## config.mk

```make
export PLATFORM = sky130hd
export DESIGN_NAME = mem_stage
export DESIGN_NICKNAME = d
export VERILOG_FILES = /design/src/rtl/mem_stage_pkg.sv /design/src/rtl/mem_stage_load_align.sv /design/src/rtl/mem_stage.sv
export SDC_FILE = /design/constraint.sdc
export NUM_CORES = 1
export LEC_CHECK = 0
export BUFFER_PORTS_ARGS = -buffer_cell sky130_fd_sc_hd__buf_4
export CORE_AREA = 3 3 125 127
export CTS_CLUSTER_SIZE = 30
export DETAILED_ROUTE_END_ITERATION = 8
export DIE_AREA = 0 0 128 130
export GPL_ROUTABILITY_DRIVEN = 0
export PLACE_DENSITY = 0.82
export SLEW_MARGIN = 0
export SYNTH_ARGS = -nofsm -noshare
export SYNTH_HDL_FRONTEND = slang
export SYNTH_HIERARCHICAL = 1
export SYNTH_SLANG_ARGS = --single-unit
```

## constraint.sdc

```tcl
create_clock -name clk -period 5.95 [get_ports clk]
set_input_delay 0 -clock clk [delete_from_list [all_inputs] [get_ports clk]]
set_output_delay 0 -clock clk [all_outputs]
set_load 0.05 [all_outputs]
```

## src/rtl/mem_stage_pkg.sv

```systemverilog
// Shared types and constants for the memory-access pipeline stage:
// FSM states, access-size decode and the funct3 load/store encodings.
package mem_stage_pkg;

    typedef enum logic {
        ST_IDLE,
        ST_WAIT
    } state_t;

    typedef enum logic [1:0] {
        SZ_BYTE,
        SZ_HALF,
        SZ_WORD
    } size_t;

    localparam logic [2:0] F3_B  = 3'b000;
    localparam logic [2:0] F3_H  = 3'b001;
    localparam logic [2:0] F3_W  = 3'b010;
    localparam logic [2:0] F3_BU = 3'b100;
    localparam logic [2:0] F3_HU = 3'b101;

    localparam int TIMEOUT_DEFAULT = 255;

    // Unsigned variants only exist for loads; any unlisted code is a word access.
    function automatic size_t access_size(input logic [2:0] funct3, input logic is_store);
        case (funct3)
            F3_B:    return SZ_BYTE;
            F3_H:    return SZ_HALF;
            F3_W:    return SZ_WORD;
            F3_BU:   return is_store ? SZ_WORD : SZ_BYTE;
            F3_HU:   return is_store ? SZ_WORD : SZ_HALF;
            default: return SZ_WORD;
        endcase
    endfunction

endpackage

```

## src/rtl/mem_stage_load_align.sv

```systemverilog
// Selects the addressed byte/halfword lane of a bus read word and
// sign- or zero-extends it to the datapath width.
module load_align
    import mem_stage_pkg::*;
#(
    parameter int DATA_WIDTH = 32
) (
    input  logic [DATA_WIDTH-1:0] rdata,
    input  logic [1:0]            byte_off,
    input  size_t                 size,
    input  logic                  is_unsigned,
    output logic [DATA_WIDTH-1:0] data
);

    logic [7:0]  byte_lane;
    logic [15:0] half_lane;

    // NOTE: every variable assigned in always_comb gets a default first so no path infers a latch.
    always_comb begin
        byte_lane = rdata[8*byte_off +: 8];
        half_lane = byte_off[1] ? rdata[16 +: 16] : rdata[0 +: 16];
        data      = rdata;
        case (size)
            SZ_BYTE: data = {{(DATA_WIDTH-8){byte_lane[7] & ~is_unsigned}}, byte_lane};
            SZ_HALF: data = {{(DATA_WIDTH-16){half_lane[15] & ~is_unsigned}}, half_lane};
            default: data = rdata;
        endcase
    end

endmodule

```

## src/rtl/mem_stage.sv

```systemverilog
// Memory pipeline stage: E-to-M register, bus handshake FSM with timeout,
// misalignment detection, store lane steering and load alignment.
module mem_stage
    import mem_stage_pkg::*;
#(
    parameter int DATA_WIDTH             = 32,
    parameter int REG_FILE_ADDRESS_WIDTH = 5,
    parameter int TIMEOUT                = TIMEOUT_DEFAULT
) (
    input  logic                              clk,
    input  logic                              rst,
    input  logic                              RegWriteE,
    input  logic                              MemWriteE,
    input  logic                              MemReadE,
    input  logic [1:0]                        ResultSrcE,
    input  logic [2:0]                        Funct3E,
    input  logic [DATA_WIDTH-1:0]             ALUResultE,
    input  logic [DATA_WIDTH-1:0]             WriteDataE,
    input  logic [DATA_WIDTH-1:0]             PCPlus4E,
    input  logic [REG_FILE_ADDRESS_WIDTH-1:0] RdE,
    output logic                              RegWriteM,
    output logic [1:0]                        ResultSrcM,
    output logic [REG_FILE_ADDRESS_WIDTH-1:0] RdM,
    output logic [DATA_WIDTH-1:0]             ALUResultM,
    output logic [DATA_WIDTH-1:0]             PCPlus4M,
    output logic [DATA_WIDTH-1:0]             ReadDataM,
    output logic                              StallM,
    output logic                              MisalignM,
    output logic                              mem_err,
    output logic                              mem_req,
    output logic                              mem_we,
    output logic [DATA_WIDTH-1:0]             mem_addr,
    output logic [3:0]                        mem_wstrb,
    output logic [DATA_WIDTH-1:0]             mem_wdata,
    input  logic                              mem_ready,
    input  logic [DATA_WIDTH-1:0]             mem_rdata
);

    localparam int CNT_W = $clog2(TIMEOUT + 1);

    logic                              reg_write_q, mem_write_q, mem_read_q;
    logic [1:0]                        result_src_q;
    logic [2:0]                        funct3_q;
    logic [DATA_WIDTH-1:0]             alu_q, wdata_q, pc4_q;
    logic [REG_FILE_ADDRESS_WIDTH-1:0] rd_q;

    // NOTE: registered state uses non-blocking (<=) so every flop samples pre-edge values.
    always_ff @(posedge clk) begin
        if (rst) begin
            reg_write_q  <= 1'b0;
            mem_write_q  <= 1'b0;
            mem_read_q   <= 1'b0;
            result_src_q <= '0;
            funct3_q     <= '0;
            alu_q        <= '0;
            wdata_q      <= '0;
            pc4_q        <= '0;
            rd_q         <= '0;
        end else if (!StallM) begin
            reg_write_q  <= RegWriteE;
            mem_write_q  <= MemWriteE;
            mem_read_q   <= MemReadE;
            result_src_q <= ResultSrcE;
            funct3_q     <= Funct3E;
            alu_q        <= ALUResultE;
            wdata_q      <= WriteDataE;
            pc4_q        <= PCPlus4E;
            rd_q         <= RdE;
        end
    end

    // A read+write combination is treated as a store.
    logic       is_mem, is_store, is_load, misaligned, access;
    size_t      size;
    logic [1:0] byte_off;

    assign is_store   = mem_write_q;
    assign is_mem     = mem_write_q | mem_read_q;
    assign is_load    = mem_read_q & ~mem_write_q;
    assign size       = access_size(funct3_q, is_store);
    assign byte_off   = alu_q[1:0];
    assign misaligned = is_mem & (((size == SZ_HALF) & byte_off[0]) |
                                  ((size == SZ_WORD) & (|byte_off)));
    assign access     = is_mem & ~misaligned;

    state_t           state_q, state_d;
    logic [CNT_W-1:0] wait_cnt_q;
    logic             err_q, timed_out, abort;

    // Abort on the TIMEOUT-th cycle spent in WAIT; a same-cycle mem_ready still wins.
    assign timed_out = (wait_cnt_q == CNT_W'(TIMEOUT - 1));

    always_comb begin
        state_d = state_q;
        mem_req = 1'b0;
        StallM  = 1'b0;
        abort   = 1'b0;
        case (state_q)
            ST_IDLE: begin
                if (access) begin
                    mem_req = 1'b1;
                    if (!mem_ready) begin
                        StallM  = 1'b1;
                        state_d = ST_WAIT;
                    end
                end
            end
            ST_WAIT: begin
                if (mem_ready) begin
                    mem_req = 1'b1;
                    state_d = ST_IDLE;
                end else if (timed_out) begin
                    abort   = 1'b1;
                    state_d = ST_IDLE;
                end else begin
                    mem_req = 1'b1;
                    StallM  = 1'b1;
                end
            end
            default: state_d = ST_IDLE;
        endcase
    end

    always_ff @(posedge clk) begin
        if (rst) begin
            state_q    <= ST_IDLE;
            wait_cnt_q <= '0;
            err_q      <= 1'b0;
        end else begin
            state_q    <= state_d;
            wait_cnt_q <= (state_q == ST_WAIT && state_d == ST_WAIT) ? wait_cnt_q + 1'b1 : '0;
            if (abort) err_q <= 1'b1;
        end
    end

    logic [3:0]            strobe;
    logic [DATA_WIDTH-1:0] wdata_lane;

    always_comb begin
        strobe     = 4'b1111;
        wdata_lane = wdata_q;
        case (size)
            SZ_BYTE: begin
                strobe     = 4'b0001 << byte_off;
                wdata_lane = {4{wdata_q[7:0]}};
            end
            SZ_HALF: begin
                strobe     = 4'b0011 << byte_off;
                wdata_lane = {2{wdata_q[15:0]}};
            end
            default: ;
        endcase
    end

    logic [DATA_WIDTH-1:0] load_data;

    load_align #(.DATA_WIDTH(DATA_WIDTH)) u_load_align (
        .rdata       (mem_rdata),
        .byte_off    (byte_off),
        .size        (size),
        .is_unsigned (funct3_q[2]),
        .data        (load_data)
    );

    assign mem_we     = mem_req & is_store;
    assign mem_addr   = {alu_q[DATA_WIDTH-1:2], 2'b00};
    assign mem_wstrb  = mem_we ? strobe : 4'b0000;
    assign mem_wdata  = wdata_lane;
    assign ReadDataM  = (is_load & access & ~abort) ? load_data : '0;
    assign RegWriteM  = reg_write_q & ~misaligned & ~abort;
    assign MisalignM  = misaligned;
    assign mem_err    = err_q | abort;
    assign ResultSrcM = result_src_q;
    assign RdM        = rd_q;
    assign ALUResultM = alu_q;
    assign PCPlus4M   = pc4_q;

endmodule

```

==> After elaboration in Yosys (flattened, before gate mapping) <==
Index checks and enable logic that the tools add are counted.
{ "word_totals": {"ff_bits": 119, "inputBits": 144, "out_inout_bits": 177, "wordCells": 68} }
{ "op_classes": {"n_addsub": 1, "eq_ne": 6, "shift": 3, "muxes": 20, "bitwise_logic": 21, "n_reduce_logical": 5} }
{ "op_table": {"columns": ["operator", "count"], "rows": [
  ["32-bit one-hot mux with 2 select lines", 2],
  ["32-bit 2-to-1 mux", 1],
  ["32-bit by 6-bit indexed part select with 8-bit output", 1],
  ["16-bit 2-to-1 mux", 1],
  ["1-bit AND", 12],
  ["1-bit 2-to-1 mux", 9],
  ["8-bit by 1-bit adder with 8-bit output (second input constant)", 1],
  ["8-bit == test (second input constant)", 1],
  ["2-bit one-hot mux with 4 select lines", 1],
  ["4-bit one-hot mux with 2 select lines", 1],
  ["3-bit == test (second input constant)", 2],
  ["1-bit NOT", 6],
  ["2-bit 2-to-1 mux", 2],
  ["4-bit 2-to-1 mux", 1],
  ["1-bit one-hot mux with 2 select lines", 2],
  ["2-bit OR reduction", 2],
  ["1-bit by 2-bit left shift with 4-bit output (first input constant)", 1],
  ["2-bit by 2-bit left shift with 4-bit output (first input constant)", 1],
  ["3-bit by 1-bit == test with 1-bit output (second input constant)", 1],
  ["3-bit zero test", 1],
  ["1-bit bitwise OR", 3],
  ["2-bit by 1-bit == test with 1-bit output (second input constant)", 1],
  ["2-bit == test (second input constant)", 1],
  ["2-bit zero test", 1],
  ["1-bit logical AND", 1]
]} }

==> Logic depth before layout (Yosys ltp) <==
{ "depth": {"word_depth": 13, "ltp_mapped": 9, "ltp_nobuf": 7} }

==> Cells and area by module <==
Netlist, hierarchy kept.
{ "modules_own_cells": {"columns": ["mod", "instances", "cells_each", "area_each_um2", "seq_area_each_um2"], "rows": [
  ["mem_stage", 1, 683, 5781.8, 2382.3],
  ["load_align", 1, 122, 694.4, 0.0]
]} }

==> Worst setup path before layout <==
Ideal clock, no wire load.
{ "synth_timing": {"kind": "register to output", "from": "register funct3_q[0]", "to": "output port RegWriteM", "arrival_ps": 2484, "setup_slack_ps": 3466, "path_stages_with_launch": 6, "n_path_buf": 1, "cell_sequence": "dfxtp_1 > buf_2 > a211oi_4 > a2bb2oi_1 > nor2_1 > nor3b_1"} }
{ "synth_between": {"elab_chain_cells": 9} }
{ "synth_rtl": {"columns": ["element", "line", "text"], "rows": [
  ["start: declaration", "mem_stage.sv:43", "logic [2:0] funct3_q;"],
  ["start signal: assignment", "mem_stage.sv:64", "funct3_q <= Funct3E;"],
  ["3-bit == test (tied with other cells)", "mem_stage_pkg.sv:26", "case (funct3)"],
  ["2-bit one-hot mux with 4 select lines (*)", "mem_stage_pkg.sv:26", null],
  ["2-bit by 1-bit == test with 1-bit output or 2-bit == test (tied branches)", "mem_stage.sv:82, mem_stage.sv:83", null],
  ["1-bit AND, on equally long branches", "mem_stage.sv:82, mem_stage.sv:83", null],
  ["1-bit bitwise OR (*)", "mem_stage.sv:82", "assign misaligned = is_mem & (((size == SZ_HALF) & byte_off[0]) |"],
  ["1-bit AND (*)", "mem_stage.sv:82", null],
  ["net MisalignM", "mem_stage.sv:28", "output logic MisalignM,"],
  ["1-bit NOT (*)", "mem_stage.sv:170", "assign RegWriteM = reg_write_q & ~misaligned & ~abort;"],
  ["1-bit AND (*) (2 in a row)", "mem_stage.sv:170", null],
  ["end: declaration", "mem_stage.sv:21", "output logic RegWriteM,"]
]} }
Mark *: on every way through the listed nets, which the timed path passes. The rest lies on a longest branch.

==> Worst setup path in the final report <==
{ "layout_timing": {"from": "register funct3_q[2]", "to": "output port StallM"} }
{ "layout_between": {"elab_chain_cells": 10} }
{ "layout_rtl": {"columns": ["element", "line", "text"], "rows": [
  ["3-bit == test (tied with other cells)", "mem_stage_pkg.sv:26", null],
  ["2-bit one-hot mux with 4 select lines (*)", "mem_stage_pkg.sv:26", null],
  ["2-bit by 1-bit == test with 1-bit output or 2-bit == test (tied branches)", "mem_stage.sv:82, mem_stage.sv:83", null],
  ["1-bit AND, on equally long branches", "mem_stage.sv:82, mem_stage.sv:83", null],
  ["1-bit bitwise OR (*)", "mem_stage.sv:82", null],
  ["1-bit AND (*)", "mem_stage.sv:82", null],
  ["1-bit NOT (*)", "mem_stage.sv:84", "assign access = is_mem & ~misaligned;"],
  ["1-bit AND (*)", "mem_stage.sv:84", null],
  ["1-bit 2-to-1 mux (*)", "mem_stage.sv:100", "if (access) begin"],
  ["1-bit one-hot mux with 2 select lines (*)", "mem_stage.sv:98", "case (state_q)"],
  ["end: declaration", "mem_stage.sv:27", "output logic StallM,"]
]} }
Mark *: on every way between the ends. The rest lies on a longest branch, timed or not.

==> flow_metrics.py <==
metrics = {
    "outcome": {
        "status": "completed",
    },
    "clocking": {
        "htreeDepth": 4,
        "post-cts-setup-buffers": 0,
        "clk_path_buf_depth": 2,
        "cts_made_buffers": 17,
        "cts.repair.resized": 0,
        "cts_tree": "built",
        "clk_pin_slew_ps": 50,
        "clock_sinks": 119,
        "clk_latency_ps": 420,
        "cts_hold_buf": 109,
        "cts_root_buf": "clkbuf_16",
    },
    "worst_setup_path": {
        "cpMaxStageDelayCell": "buf_4",
        "setup.worst_path.class": "flop to output port",
        "reg2reg_to": "PCPlus4M[26]",
        "cp.required_ps": 5950,
        "cpMostUsedCell": "buf_4",
        "reg2reg_depth": 6,
        "slowest_delay_ps": 790,
        "r2r_slack_ps": 2420,
        "cp_num_buf_inv": 3,
        "crit_chain": "a21oi_2 > inv_2 > a211oi_2 > o31a_2 > buf_4 > buf_4",
        "cpLargestDelayFamily": "buffers and inverters",
        "cp-start-kind": "flop",
        "rr_startpoint": "funct3_q[2]",
        "cp_data_arrival_time_ps": 3860,
        "crit_fanout": 65,
        "endpoint_kind": "output port",
    },
    "min_path": {
        "min_to": "err_q",
        "holdPathStages": 4,
        "holdCritStartpoint": "mem_ready",
        "hold_class": "primary input to flop",
    },
    "sta": {
        "fin_skew_ps": 12.5,
        "layout_min_cycle_time_ps": 3860,
        "hold_violations": 0,
        "relSlewSlack": 0.254,
        "min_period_over_period": 0.648,
        "rsz0062_at_grt": "no",
        "max_clock_freq_mhz": 259,
        "drv_slew": 0,
        "tns_ps": 0,
        "tightest_slew_ps": 1120,
        "setup_viol": 0,
    },
    "yosys": {
        "ys_ff_latch": 119,
        "synth_edf_count": 0,
        "synth_cell_types": 53,
        "post_synth_inst_count": 805,
        "yosysSeqAreaShare": 0.368,
        "synth_top_area_share": 0.368,
        "ys.warnings.count": 6,
        "synth_top_cell_by_area": "dfxtp_1",
        "netlist_area_um2": 6480,
        "avgSynthCellArea_um2": 8.04,
        "synth_ff_type": "dfxtp_1",
        "async_flop_share": 0,
        "synth.area.top_cells": "dfxtp_1 (37%), mux2i_1 (18%), nand2_1 (18%), buf_4 (5.2%), and2_1 (3.4%)",
    },
    "job": {
        "maxCapViolCount": 0,
    },
    "routing": {
        "drc_errors": 0,
        "vias": 6998,
        "drt_iter0_markers": 452,
        "finalWirelength_um": 24100,
        "dr.pass1.iters": 6,
        "routedWlPerCell_um": 17.8,
        "via_per_inst": 5.15,
        "ant_nets": 0,
    },
    "placement": {
        "place_area_um2": 8520,
        "dp_hpwl_um": 14500,
        "portBuffers": 318,
        "placed_cells_incl_taps": 1217,
    },
    "floorplan": {
        "initial_utilization": 0.446,
        "die_y_um": 130,
        "io_pins": 321,
        "row_count": 44,
        "die_area_um2": 16600,
        "core_region_area_um2": 14500,
        "die_w_um": 128,
    },
    "global_routing": {
        "grt_pass1_vias": 7174,
        "grt_util_all_layers": 0.279,
        "grt_pass1_wl_um": 36600,
        "antenna_found_initial": 0,
        "grt_overflow": 0,
        "grt_max_degree": 123,
    },
    "power_and_ir_drop": {
        "p_int_w": 0.00202,
        "clkPwrFrac": 0.330,
        "p_total_w": 0.00329,
        "p_seq_frac": 0.292,
        "p_switching_w": 0.00127,
        "p_leak_nw": 4.84,
        "sw_frac_of_total": 0.385,
        "ir_drop_uv": 214,
        "comb_power_share": 0.378,
        "powerDensity_nw_per_um2": 321,
    },
    "cells_and_area": {
        "fin_area_um2": 10200,
        "fin_util": 0.704,
        "final_common_cell": "buf_4",
        "synthToLayoutAreaGrowth_pct": 58.1,
        "drive_gt1_frac": 0.319,
        "final_nets": 1307,
        "final_cell_mix": "buf_4 (322), nand2_1 (307), dfxtp_1 (119), mux2i_1 (119), dlygate4sd3_1 (109)",
        "final_cells": 1359,
    },
}
## sequential cells by signal (all words and copies together) (netlist names)
signal / flops
funct3_q: 3
mem_read_q: 1
wait_cnt_q: 8
PCPlus4M: 32
state_q: 1
RdM: 5
ALUResultM: 32
is_store: 1
reg_write_q: 1
err_q: 1
ResultSrcM: 2
wdata_q: 32
## metal layers
metal | wire length, um | part of all wire | global-route usage
met5 | 0 | 0 | 0
met4 | 1090 | 0.045 | 0.154
met3 | 2170 | 0.090 | 0.0782
met2 | 12100 | 0.50 | 0.494
met1 | 8740 | 0.36 | 0.303
## area by class of cell
class | instances | area [um^2]
Clock buffer | 21 | 480
Antenna cell | 1 | 2.50
Multi-Input combinational cell | 585 | 3450
Fill cell | 1034 | 4300
Timing Repair Buffer | 431 | 3510
Sequential cell | 119 | 2380
Tap cell | 184 | 230
Clock inverter | 11 | 146
Inverter | 7 | 31.3
## tightest hold or removal path, cell delays in order
cell and delay (ps):
buf_4 90, or3_1 140, nand2b_1 100, and2_1 160
## power groups by stage
| stage | logic, W | registers [W] | clock network [W] |
|---|---|---|---|
| 2_1_floorplan | 0.000702 | 0.00112 | 0 |
| 3_3_place_gp | 0.00115 | 0.000966 | 0 |
| 3_5_place_dp | 0.00116 | 0.000968 | 0 |
| 4_1_cts | 0.00122 | 0.000953 | 0.00108 |
| 5_1_grt | 0.00130 | 0.000970 | 0.00113 |
| 6_report | 0.00124 | 0.000962 | 0.00108 |
## Yosys cell counts, types with 6 or more instances
cell type,count
a221o_1,8
and2_1,35
buf_4,45
buf_6,11
nand2_1,307
clkbuf_1,30
mux2i_1,119
o21ai_0,10
nand2b_1,9
dfxtp_1,119
mux2_2,8
nor2b_1,6
nor2_1,20
## stage by stage
step | worst slack [ps] | hold slack, ps
after floorplan | 3470 | 139
after global placement | 2690 | 251
after detailed placement | 2600 | 259
after CTS | 2180 | 121
after global routing | 1930 | 162
final | 2090 | 118
## cell families (layout without fill, tap and decap cells)
| family | after synthesis | after routing | share of synthesized area |
|---|---|---|---|
| buffers and inverters | 102 | 470 | 0.0995 |
| AOI/OAI and AO/OA | 54 | 54 | 0.0638 |
| DFF | 119 | 119 | 0.368 |
| and+or+nand+nor | 393 | 393 | 0.256 |
| other | 1 | 3 | 0.000579 |
| adders and majority gates | 2 | 2 | 0.00386 |
| xor gates and xnor gates | 6 | 6 | 0.00812 |
| muxes | 128 | 128 | 0.200 |
## worst max-delay path by stage
stage                start          to  slack, ps  cells past startpoint
2_1_floorplan  funct3_q[0]   RegWriteM       3470                      5
5_1_grt        funct3_q[2]      StallM       1930                      6
3_3_place_gp   funct3_q[2]      StallM       2690                      6
6_report       funct3_q[2]      StallM       2090                      6
3_5_place_dp   funct3_q[2]  wdata_q[4]       2600                      6
4_1_cts        funct3_q[2]      StallM       2180                      6
Power figures use the tool's default switching activity.
